--- src/rtl/accel_pkg.sv ---
// Shared types for the systolic tile scheduler: FSM state encoding and the
// default width of tile/row counts.
// Contents: sched_state_t, SCHED_CNT_W.
package accel_pkg;

  localparam int SCHED_CNT_W = 16;

  typedef enum logic [2:0] {
    IDLE  = 3'd0,
    LD_W  = 3'd1,
    LD_A  = 3'd2,
    DRAIN = 3'd3,
    DONE  = 3'd4
  } sched_state_t;

endpackage

--- src/rtl/sched_counter.sv ---
// Up-counter with clear, load and enable, plus an equality terminal-count flag.
// Latency: count updates on the edge after clr/load/en; tc_o is combinational.
// Backpressure: none; the owner decides when to advance via en_i.
// Ports: clk_i/rst_i (sync active-high), clr_i > load_i > en_i priority,
//        load_val_i, term_i (compare value), cnt_o, tc_o (cnt_o == term_i).
module sched_counter #(
  parameter int W = 16
) (
  input  logic         clk_i,
  input  logic         rst_i,
  input  logic         clr_i,
  input  logic         load_i,
  input  logic [W-1:0] load_val_i,
  input  logic         en_i,
  input  logic [W-1:0] term_i,
  output logic [W-1:0] cnt_o,
  output logic         tc_o
);

  logic [W-1:0] r_cnt;

  always_ff @(posedge clk_i) begin
    if (rst_i || clr_i) begin
      r_cnt <= '0;
    end else if (load_i) begin
      r_cnt <= load_val_i;
    end else if (en_i) begin
      r_cnt <= r_cnt + 1'b1;
    end
  end

  assign cnt_o = r_cnt;
  assign tc_o  = (r_cnt == term_i);

endmodule

--- src/rtl/systolic_tile_sched.sv ---
// Tile scheduler: per tile, grants R_g weight-row pushes, then M activation-row
// pushes, then idles 2*R_g-1 drain cycles; repeats for N tiles, then pulses done.
// Latency: grant one cycle after command handshake; R_g+M+2*R_g-1 cycles/tile.
// Backpressure: progress waits on w_push_i/a_push_i; cmd_ready_o low while busy.
// Ports: cmd_* command handshake, w/a_grant_o buffer grants, w/a_push_i buffer
//        pushes, busy_o, tile_idx_o, done_o pulse, err_o sticky protocol error.
// Optional macro SCHED_PERF_CNT_EN adds stall_cnt_o (granted cycles with no push).
module systolic_tile_sched
  import accel_pkg::*;
#(
  parameter int R_g     = 8,
  parameter int CNT_W_g = SCHED_CNT_W
) (
  input  logic               clk_i,
  input  logic               rst_i,
  input  logic               cmd_valid_i,
  output logic               cmd_ready_o,
  input  logic [CNT_W_g-1:0] cmd_tiles_i,
  input  logic [CNT_W_g-1:0] cmd_rows_i,
  output logic               w_grant_o,
  output logic               a_grant_o,
  input  logic               w_push_i,
  input  logic               a_push_i,
  output logic               busy_o,
  output logic [CNT_W_g-1:0] tile_idx_o,
  output logic               done_o,
  output logic               err_o
`ifdef SCHED_PERF_CNT_EN
  ,
  output logic [31:0]        stall_cnt_o
`endif
);

  localparam int DRAIN_CYCLES = 2 * R_g - 1;
  localparam logic [CNT_W_g-1:0] W_TERM     = CNT_W_g'(R_g - 1);
  localparam logic [CNT_W_g-1:0] DRAIN_TERM = CNT_W_g'(DRAIN_CYCLES - 1);

  sched_state_t r_state, w_state_nxt;
  logic [CNT_W_g-1:0] r_tiles, r_rows;
  logic               r_err;

  logic               w_hs, w_w_ok, w_a_ok;
  logic               w_row_tc, w_drain_tc, w_tile_tc;
  logic [CNT_W_g-1:0] w_row_term;
  logic [CNT_W_g-1:0] w_row_cnt_unused, w_drain_cnt_unused;

  assign w_hs   = cmd_valid_i && (r_state == IDLE);
  assign w_w_ok = (r_state == LD_W) && w_push_i;
  assign w_a_ok = (r_state == LD_A) && a_push_i;

  // One row counter serves both load phases; it is cleared on each phase exit.
  assign w_row_term = (r_state == LD_W) ? W_TERM : (r_rows - 1'b1);

  sched_counter #(.W(CNT_W_g)) u_row_cnt (
    .clk_i      (clk_i),
    .rst_i      (rst_i),
    .clr_i      (w_hs || ((w_w_ok || w_a_ok) && w_row_tc)),
    .load_i     (1'b0),
    .load_val_i ('0),
    .en_i       (w_w_ok || w_a_ok),
    .term_i     (w_row_term),
    .cnt_o      (w_row_cnt_unused),
    .tc_o       (w_row_tc)
  );

  sched_counter #(.W(CNT_W_g)) u_drain_cnt (
    .clk_i      (clk_i),
    .rst_i      (rst_i),
    .clr_i      (w_hs || ((r_state == DRAIN) && w_drain_tc)),
    .load_i     (1'b0),
    .load_val_i ('0),
    .en_i       (r_state == DRAIN),
    .term_i     (DRAIN_TERM),
    .cnt_o      (w_drain_cnt_unused),
    .tc_o       (w_drain_tc)
  );

  // Last tile is tile_idx == N-1; only reached with N >= 1.
  sched_counter #(.W(CNT_W_g)) u_tile_cnt (
    .clk_i      (clk_i),
    .rst_i      (rst_i),
    .clr_i      (w_hs),
    .load_i     (1'b0),
    .load_val_i ('0),
    .en_i       ((r_state == DRAIN) && w_drain_tc && !w_tile_tc),
    .term_i     (r_tiles - 1'b1),
    .cnt_o      (tile_idx_o),
    .tc_o       (w_tile_tc)
  );

  always_ff @(posedge clk_i) begin
    if (rst_i) begin
      r_state <= IDLE;
      r_tiles <= '0;
      r_rows  <= '0;
      r_err   <= 1'b0;
    end else begin
      r_state <= w_state_nxt;
      if (w_hs) begin
        r_tiles <= cmd_tiles_i;
        r_rows  <= cmd_rows_i;
        r_err   <= 1'b0;
      end else if ((w_push_i && (r_state != LD_W)) || (a_push_i && (r_state != LD_A))) begin
        r_err <= 1'b1;
      end
    end
  end

  always_comb begin
    w_state_nxt = r_state;
    case (r_state)
      IDLE: begin
        if (cmd_valid_i) begin
          w_state_nxt = ((cmd_tiles_i == '0) || (cmd_rows_i == '0)) ? DONE : LD_W;
        end
      end
      LD_W:  if (w_w_ok && w_row_tc) w_state_nxt = LD_A;
      LD_A:  if (w_a_ok && w_row_tc) w_state_nxt = DRAIN;
      DRAIN: if (w_drain_tc) w_state_nxt = w_tile_tc ? DONE : LD_W;
      DONE:  w_state_nxt = IDLE;
      default: w_state_nxt = IDLE;
    endcase
  end

  assign cmd_ready_o = (r_state == IDLE);
  assign busy_o      = (r_state != IDLE);
  assign w_grant_o   = (r_state == LD_W);
  assign a_grant_o   = (r_state == LD_A);
  assign done_o      = (r_state == DONE);
  assign err_o       = r_err;

`ifdef SCHED_PERF_CNT_EN
  logic [31:0] r_stall_cnt;

  always_ff @(posedge clk_i) begin
    if (rst_i || w_hs) begin
      r_stall_cnt <= '0;
    end else if ((((r_state == LD_W) && !w_push_i) || ((r_state == LD_A) && !a_push_i))
                 && (r_stall_cnt != 32'hFFFF_FFFF)) begin
      r_stall_cnt <= r_stall_cnt + 32'd1;
    end
  end

  assign stall_cnt_o = r_stall_cnt;
`endif

endmodule

--- config.mk ---
export PLATFORM = sky130hd
export DESIGN_NAME = systolic_tile_sched
export DESIGN_NICKNAME = d
export VERILOG_FILES = /design/src/rtl/accel_pkg.sv /design/src/rtl/sched_counter.sv /design/src/rtl/systolic_tile_sched.sv
export SDC_FILE = /design/constraint.sdc
export NUM_CORES = 1
export LEC_CHECK = 0
export BUFFER_PORTS_ARGS = -buffer_cell sky130_fd_sc_hd__buf_2
export CORE_UTILIZATION = 55
export CTS_BUF_LIST = sky130_fd_sc_hd__clkbuf_4 sky130_fd_sc_hd__clkbuf_8
export DETAILED_ROUTE_END_ITERATION = 12
export GPL_ROUTABILITY_DRIVEN = 0
export GPL_TIMING_DRIVEN = 1
export HOLD_SLACK_MARGIN = 0.1
export PLACE_DENSITY = 0.85
export REMOVE_ABC_BUFFERS = 1
export SLEW_MARGIN = 20
export SYNTH_ARGS = -nofsm -noshare
export SYNTH_HDL_FRONTEND = slang
export SYNTH_SLANG_ARGS = --single-unit
--- constraint.sdc ---
create_clock -name clk_i -period 2.55 [get_ports clk_i]
set_input_delay 0.51 -clock clk_i [delete_from_list [all_inputs] [get_ports clk_i]]
set_output_delay 0.51 -clock clk_i [all_outputs]
set_load 0.01 [all_outputs]
-- Yosys cells after proc, flatten, opt, wreduce, memory -nomap -nowiden
Index checks and enable logic that the tools add are counted.
- register bits after elaboration: 84
- logic and storage cells: 58
- muxes and demuxes: 8
- eq/ne operators: 13
- add/subtract/negate cells: 5
- reduce and logical (&&, ||, !) cells: 25
- operators by type and width (cell ; number):
    adder 16 x 1 -> 16 bit (second input constant) ; 3
    == test 16 bit ; 2
    zero test 16 bit ; 2
    subtractor 16 x 1 -> 16 bit (second input constant) ; 2
    two-way mux 3 bit ; 6
    == test 16 x 4 -> 1 bit (second input constant) ; 1
    two-way mux 16 bit ; 1
    one-hot mux 3 bit (4 select lines) ; 1
    logical AND 1 bit ; 10
    logical OR 1 bit ; 8
    == test 3 x 2 -> 1 bit (second input constant) ; 2
    != test 2 x 1 -> 1 bit (second input constant) ; 2
    != test 2 bit (second input constant) ; 2
    AND reduction 4 bit ; 1
    == test 3 x 1 -> 1 bit (second input constant) ; 1
    == test 3 bit (second input constant) ; 1
    zero test 3 bit ; 1
    != test 3 x 1 -> 1 bit (second input constant) ; 1
    != test 3 x 2 -> 1 bit (second input constant) ; 1
    nonzero test 3 bit ; 1
    OR reduction 2 bit ; 1
    zero test 1 bit ; 1

-- Longest topological paths before layout
Gate-level depths: netlist of run 1.
- word-level depth: 6
- depth in mapped cells: 14
- depth with buffers taken out: 11

-- Cells and area by module
A second synthesis of run 1 with hierarchy kept.
- cell total of the unflattened synthesis: 677
- area, all modules: 5318.9 µm²
- modules (own cells, without submodules) (module ; area an instance (µm²) ; times used ; sequential area each (µm²) ; cells an instance):
    sched_counter ; 1072.3 ; 3 ; 320.3 ; 128
    systolic_tile_sched ; 2102.0 ; 1 ; 720.7 ; 293

-- Least setup slack after synthesis of run 1
OpenSTA, ideal clock, no wires.
- kind: flip-flop to flip-flop
- start point: register r_rows[0]
- end point: register u_row_cnt.r_cnt[10], in the netlist u_row_cnt.cnt_o[10]
- data arrival time: 2.652 ns
- data required time: 2.415 ns
- buffers on the path: 2
- library setup time: 0.135 ns
- slack: -0.236 ns
- cell stages (with the launch flop): 14
- cells stage by stage: dfxtp_1 inv_1 ha_1 or3b_1 clkbuf_2 o211a_1 or3_1 a21oi_2 nand2_1 nor4b_2 nand3b_2 nor2b_4 buf_8 nor3_2
- longest elaborated chain between the ends: 6
- ends and longest elaborated chain (item ; line ; RTL):
    start, declared ; systolic_tile_sched.sv:39 ; logic [CNT_W_g-1:0] r_tiles, r_rows;
    start signal, assigned ; systolic_tile_sched.sv:101 ; r_rows <= cmd_rows_i;
    subtractor 16 x 1 -> 16 bit ; systolic_tile_sched.sv:52 ; assign w_row_term = (r_state == LD_W) ? W_TERM : (r_rows - 1'b1);
    two-way mux 16 bit ; systolic_tile_sched.sv:52 ;
    == test 16 bit ; sched_counter.sv:33 ; assign tc_o = (r_cnt == term_i);
    logical AND 1 bit ; systolic_tile_sched.sv:57 ; .clr_i (w_hs || ((w_w_ok || w_a_ok) && w_row_tc)),
    logical OR 1 bit ; systolic_tile_sched.sv:57 ;
    logical OR 1 bit ; sched_counter.sv:23 ; if (rst_i || clr_i) begin
    end signal, assigned ; sched_counter.sv:26 ; r_cnt <= load_val_i;
    end signal, assigned ; sched_counter.sv:28 ; r_cnt <= r_cnt + 1'b1;
    end, declared ; sched_counter.sv:20 ; logic [W-1:0] r_cnt;
No other way between the ends.
A chain may end at the register's enable or synchronous reset.

-- Final worst setup path of run 1
- start point: register r_rows[0]
- end point: register u_row_cnt.r_cnt[7], in the netlist u_row_cnt.cnt_o[7]
Same word-level chain as after synthesis.

==> results.md, run 1 <==
- Placed insts: 861
- Final Hold Viols: 0
- Drt wl/cell: 17.92 um
- 1st-pass router iterations: 6
- Avg Cell Area, Syn: 8.041 um2
- Pins over their slew limit: 0
- Yosys reg bits: 84
- Initial Util: 0.5657
- Post-synth ARST share: 0
- Antenna violations before repair: 0
- Num CTS Buffers: 9
- Hold-critical path depth: 3
- Power per cell area: 543.8 mW/mm2
- Failing checks: setup timing
- Vias in the first global route: 5,203
- Period utilisation layout: 1.158
- CTS H-tree lvls: 3
- CP Data Required Time: 2.81 ns
- # rows: 35
- Yosys cell types: 77
- Max Buffers Root-to-Sink: 2
- Worst Path Arrival: 3.21 ns
- Min-delay worst type: in -> reg
- CP Capture Type: register
- CP Launch Type: register
- Clk_skew: 0.008626 ns
- Cell area after synthesis: 0.005202 mm2
- Quantity of I/O buffers inserted on ports: 58
- Routed vias/inst: 6.220
- N_diodes: 0
- CTS tree: built
- Worst slew margin: 0.6527
- Critical path depth: 13
- Iter 0 DRT Violations: 384
- Reg2Reg Depth: 13
- Gr usage total: 0.3043
- Ys flop type: dfxtp_1
- CP Buf/Inv Count: 3
- Worst skew pair latency: 0.37 ns
- Max Fclk: 338.7 MHz
- Final WS setup: -0.4027 ns
- Area of the multi-input gates: 0.003601 mm2
- Outcome: finished, violations left
- CTS Root Cell: clkbuf_8
- Fillers: 593
- DRT antenna net count: 0
- RSZ-0062 raised after global routing: yes
- DP Area: 0.006052 mm2
- Final setup violation count: 25
- EDFF count, synth: 0
- Die Wd: 99.26 um
- Syn Inst Count: 647
- Layout cells sized above 1: 0.3278
- Max Cap Viol: 0
- CP delay by family, top: simple AND/OR/NAND/NOR gates
- Actual slew at the worst max-slew pin: 0.5196 ns
- Die ar.: 0.009852 mm2
- Crit-path cells: inv_4 > ha_4 > or3b_4 > o211a_1 > or3_4 > a21oi_4 > buf_6 > nand2_4 > nor4b_4 > nand3b_4 > nor2b_4 > clkbuf_16 > nor3_2
- Yosys warning total: 0
- Remaining Overflow, GRT: 0
- Nets: 819
- CTS clk-pin slew, worst paths: 0.09 ns
- Crit path time final: 2.953 ns
- Seq/Total Area, Yosys: 0.3232
- Crit path max-delay cell type: or3b_4
- P&R area growth vs syn: 30.69%
- Setup CP Type: reg -> reg
- Ports: 59
- Final wirelength: 15,980 um
- Clk sinks: 84
- Register area: 0.001692 mm2
- Vias: 5,548
- Largest fanout on the critical path: 5
- CP peak stage delay: 0.41 ns
- Non-filler cells, final: 892
- Lkg Pwr: 2.717 nW
- First-pass GRT wire length: 24,150 um
- DRC errors left: 0
- DP Wirelength: 10,280 um
- Die Span Y: 99.26 um
- Hold buffers post-CTS: 0
- Final Cell Area: 0.006799 mm2
- Core area: 0.009196 mm2
- Worst VDD drop: 0.0004053 V
- Pin count of the biggest net entering global routing: 33
- Tot Pwr: 0.003697 W
-- cells by family (layout without fill, tap and decap cells) --
logic type / after synthesis / after routing / synth area share
multiplexers: 1 / 1 / 0.001924
buffers and inverters: 55 / 189 / 0.05363
adder cells (fa/ha/maj): 6 / 6 / 0.01443
AO/OA/AOI/OAI: 111 / 111 / 0.1405
flip-flops: 84 / 84 / 0.3232
AND/OR/NAND/NOR: 318 / 318 / 0.3309
XOR/XNOR: 72 / 72 / 0.1354
-- worst register-to-register path, delay by kind of cell, from the launching register on --
kind                     cells  cell delay, ns
buffers and inverters        3            0.37
AO/OA/AOI/OAI                2            0.42
flip-flops                   1            0.37
AND/OR/NAND/NOR              7            1.56
adder cells (fa/ha/maj)      1            0.13
-- sequential cells by signal, indices dropped and copies added (netlist names) --
register and flops:
r_rows 16, r_tiles 16, u_drain_cnt.cnt_o 16, u_row_cnt.cnt_o 16
u_tile_cnt.cnt_o 16, r_state 3, err_o 1
-- synth_stat cells, drive strengths merged, types with 3 or more instances --
library cell | n | area (um2)
xnor3 | 4 | 93.84
a32o | 4 | 40.04
nor4b | 5 | 71.32
nand3 | 16 | 85.08
nor4 | 24 | 195.2
nand2b | 7 | 43.79
a31oi | 3 | 18.77
buf | 12 | 92.57
inv | 17 | 63.81
a21oi | 51 | 262.8
nand2 | 101 | 379.1
ha | 6 | 75.07
or4 | 4 | 30.03
dfxtp | 84 | 1682
nor3b | 3 | 22.52
a31o | 4 | 35.03
nor2b | 5 | 38.78
xor2 | 34 | 297.8
or3 | 14 | 92.59
nor3 | 30 | 200.2
xnor2 | 33 | 289.0
and2 | 3 | 18.77
and3 | 13 | 81.33
nand3b | 4 | 33.78
a211oi | 6 | 50.05
clkbuf | 26 | 122.6
nor2 | 60 | 230.2
o21ai | 19 | 95.09
nand4 | 21 | 131.4
-- power breakdown --
group | leakage [nW] | internal [W] | switching [W] | total (W)
combinational | 1.93 | 0.000603 | 0.000711 | 0.00131
sequential | 0.685 | 0.00136 | 0.0000549 | 0.00142
clock | 0.0996 | 0.000464 | 0.000503 | 0.000967
total | 2.72 | 0.00243 | 0.00127 | 0.00370
-- final cells by class --
class,count,area share
inverters,17,0.009753
clock buffers,10,0.01932
repair buffers,156,0.1625
multi-input cells,508,0.5296
clock inverters,6,0.009569
well taps,111,0.02043
flip-flops and latches,84,0.2488
-- cells in the final DEF, fill, tap and decap left out, drive strengths merged, types with 7 or more instances in the layout --
master  count
buf       155
nand2b      7
nor2       60
dfxtp      84
nand3      16
clkbuf     11
or3        14
o21ai      19
nand2     101
nor4       24
inv        17
nor3       30
and3       13
nand4      21
xnor2      33
xor2       34
a21oi      51
-- through the flow --
step | TNS (ns) | setup slack [ns] | util | hold slack (ns)
6_report | -6.964 | -0.4027 | 0.7393 | 0.3858
5_1_grt | -9.485 | -0.4971 | 0.7393 | 0.3787
4_1_cts | -4.742 | -0.2869 | 0.7056 | 0.3818
3_5_place_dp | -5.888 | -0.3218 | 0.6581 | 0.4794
3_3_place_gp | -2.912 | -0.1532 | 0.6581 | 0.4656
2_1_floorplan | -6.422 | -0.3386 | - | 0.4420
-- repair_timing --
| action | in CTS | in global routing |
|---|---|---|
| gates cloned | 0 | 1 |
| buffers inserted | 10 | 5 |
| resized for setup | 36 | 48 |
| setup endpoints to repair | 35 | 33 |
| pin swaps | 26 | 31 |
-- layer usage --
layer,GRT usage,vias to the layer above,share of wire
met2,0.5502,299,0.52
met4,0.1346,0,0.033
met5,0,-,0
li1,-,2543,-
met1,0.3420,2646,0.37
met3,0.06746,60,0.081
-- worst paths after layout --
kind | from | end | slack, ns
max | r_rows[0] | u_row_cnt.cnt_o[7] | -0.40
min | cmd_rows_i[2] | r_rows[2] | 0.39
max reg2reg | r_rows[0] | u_row_cnt.cnt_o[7] | -0.40
min reg2reg | err_o | err_o | 0.49
No activity file was read; power rests on OpenSTA's default activity.
==> inputs of run 2 (changes only) <==
SETUP_SLACK_MARGIN = 0.5   (was unset)
SKIP_LAST_GASP = 1   (was unset)
==> results.md, run 2 (same netlist as run 1, synthesis figures left out) <==
- N_diodes: 0 (unchanged)
- Min-delay worst type: in -> reg (unchanged)
- DP Wirelength: 10,280 um (unchanged)
- Tot Pwr: 0.003773 W (was 0.003697 W)
- Largest fanout on the critical path: 5 (unchanged)
- Gr usage total: 0.3129 (was 0.3043)
- Final wirelength: 17,360 um (was 15,980 um)
- Die ar.: 0.009852 mm2 (unchanged)
- CTS clk-pin slew, worst paths: 0.09 ns (about the same)
- Clk pwr share: 0.259 (was 0.261)
- Reg2Reg Depth: 13 (unchanged)
- CTS H-tree lvls: 3 (unchanged)
- Placed insts: 861 (unchanged)
- Final Core Density: 0.7589 (was 0.7393)
- Clk_skew: 0.01118 ns (was 0.008626 ns)
- Gate power share: 0.365 (was 0.355)
- Quantity of I/O buffers inserted on ports: 58 (unchanged)
- DRC errors left: 0 (unchanged)
- DP Area: 0.006052 mm2 (unchanged)
- 1st-pass router iterations: 5 (was 6)
- Drt wl/cell: 19.37 um (was 17.92 um)
- Actual slew at the worst max-slew pin: 0.4787 ns (was 0.5196 ns)
- Max Fclk: 337.3 MHz (was 338.7 MHz)
- DRT antenna net count: 0 (unchanged)
- Worst Path Arrival: 3.23 ns (was 3.21 ns)
- Initial Util: 0.5657 (unchanged)
- Max Cap Viol: 0 (unchanged)
- Ports: 59 (unchanged)
- Vias: 5,693 (was 5,548)
- CTS Root Cell: clkbuf_8 (unchanged)
- P&R area growth vs syn: 34.15% (was 30.69%)
- Non-filler cells, final: 896 (was 892)
- Worst R2R Start: r_rows[0] (unchanged)
- # rows: 35 (unchanged)
- Pint: 0.002452 W (was 0.002428 W)
- Final Cell Area: 0.006979 mm2 (was 0.006799 mm2)
- Pin count of the biggest net entering global routing: 33 (unchanged)
- Setup CP Type: reg -> reg (unchanged)
- Fillers: 563 (was 593)
- Iter 0 DRT Violations: 471 (was 384)
- Die Span Y: 99.26 um (unchanged)
- Final setup violation count: 34 (was 25)
- Die Wd: 99.26 um (unchanged)
- Num CTS Buffers: 9 (unchanged)
- R2R setup slack: -0.41 ns (was -0.40 ns)
- Period utilisation layout: 1.163 (was 1.158)
- Power per cell area: 540.6 mW/mm2 (was 543.8 mW/mm2)
- CP Data Required Time: 2.82 ns (was 2.81 ns)
- Sequential power share: 0.376 (was 0.383)
- RSZ-0062 raised after global routing: yes (unchanged)
- Most common cell after layout, fill and taps aside: nand2_1 (unchanged)
- Worst VDD drop: 0.0004049 V (was 0.0004053 V)
- CP Capture Type: register (unchanged)
- Clk sinks: 84 (unchanged)
- Vias in the first global route: 5,362 (was 5,203)
- WHS Endpoint: r_rows[13] (was r_rows[2])
- Start point of the worst hold path: cmd_rows_i[13] (was cmd_rows_i[2])
- First-pass GRT wire length: 24,820 um (was 24,150 um)
- Worst skew pair latency: 0.38 ns (was 0.37 ns)
- Failing checks: setup timing (unchanged)
- Outcome: finished, violations left (unchanged)
- Antenna violations before repair: 0 (unchanged)
- Sw Ratio: 0.3500 (was 0.3432)
- Final WS setup: -0.4145 ns (was -0.4027 ns)
- CTS tree: built (unchanged)
- Final Hold Viols: 0 (unchanged)
- Register area: 0.001697 mm2 (was 0.001692 mm2)
- Pins over their slew limit: 0 (unchanged)
- Switching power: 0.001321 W (was 0.001269 W)
- Crit path time final: 2.964 ns (was 2.953 ns)
- Commonest non-fill, non-tap cells in the layout: 98 x nand2_1, 78 x buf_4, 74 x dfxtp_1 (was 100 x nand2_1, 83 x buf_4, 78 x dfxtp_1)
- Max Buffers Root-to-Sink: 2 (unchanged)
- Hold buffers post-CTS: 0 (unchanged)
- Lkg Pwr: 2.795 nW (was 2.717 nW)
- Core area: 0.009196 mm2 (unchanged)
- Remaining Overflow, GRT: 0 (unchanged)
- Worst reg2reg endpoint: u_row_cnt.cnt_o[7] (unchanged)
- Routed vias/inst: 6.354 (was 6.220)
- Nets: 823 (was 819)
- Worst slew margin: 0.6779 (was 0.6527)
- Area of the multi-input gates: 0.003706 mm2 (was 0.003601 mm2)
- Layout cells sized above 1: 0.3631 (was 0.3278)
- Setup TNS: -7.834 ns (was -6.964 ns)
- Hold-critical path depth: 3 (unchanged)
- CP Launch Type: register (unchanged)
-- run 2: cell types whose count changed in the layout (fill, tap and decap cells not counted), sizes merged --
cell / previous run / this run
buf: 155 / 159
-- run 2: layout make-up --
type	instances	share of cell area
clock inverters	6	0.009322
multi-input cells	508	0.5310
inverters	17	0.009860
flip-flops and latches	84	0.2431
repair buffers	160	0.1680
clock buffers	10	0.01882
well taps	111	0.01990
-- run 2: how the worst max path moves through the flow --
stage          startpoint             endpoint  slack [ns]
3_5_place_dp    r_rows[0]           r_state[2]       -0.32
6_report        r_rows[0]   u_row_cnt.cnt_o[7]       -0.41
3_3_place_gp    r_rows[0]  u_row_cnt.cnt_o[13]       -0.15
5_1_grt         r_rows[0]   u_row_cnt.cnt_o[8]       -0.51
4_1_cts         r_rows[0]           r_state[2]       -0.29
2_1_floorplan  r_state[0]   u_row_cnt.cnt_o[2]       -0.34
-- run 2: stage by stage --
| step | hold slack [ns] | setup WS, ns |
|---|---|---|
| after floorplan | 0.4420 | -0.3386 |
| after global placement | 0.4656 | -0.1532 |
| after detailed placement | 0.4794 | -0.3218 |
| after CTS | 0.3818 | -0.2869 |
| after global routing | 0.3786 | -0.5147 |
| final | 0.3802 | -0.4145 |
-- run 2: repair_timing --
| item | 4_1_cts | 5_1_grt |
|---|---|---|
| buffers inserted | 12 | 6 |
| resized for setup | 63 | 67 |
| endpoints found under the setup margin | 52 | 54 |
| pin swaps | 41 | 33 |
| gates cloned | 0 | 1 |
-- run 2: critical path: stages (launching register included) --
cell and delay, ns:
dfxtp_4 0.37, inv_4 0.06, ha_4 0.13, or3b_4 0.41, o211a_1 0.27, or3_4 0.38
a21oi_4 0.15, buf_6 0.12, nand2_4 0.05, nor4b_4 0.32, nand3b_4 0.12, nor2b_4 0.22
clkbuf_16 0.19, nor3_2 0.04
-- run 2: power groups by stage --
stage / Sequential [W] / Combinational [W] / Clock, W
finish: 0.00142 / 0.00138 / 0.000977
global route: 0.00142 / 0.00145 / 0.00103
CTS: 0.00141 / 0.00118 / 0.000969
detailed placement: 0.00143 / 0.00104 / 0
global placement: 0.00143 / 0.000992 / 0
floorplan: 0.00145 / 0.000604 / 0
-- run 2: metal layers --
metal / track usage / vias up / share of wire
li1: - / 2564 / -
met1: 0.3471 / 2702 / 0.37
met2: 0.5700 / 333 / 0.52
met3: 0.06114 / 94 / 0.070
met4: 0.1550 / 0 / 0.046
met5: 0 / - / 0
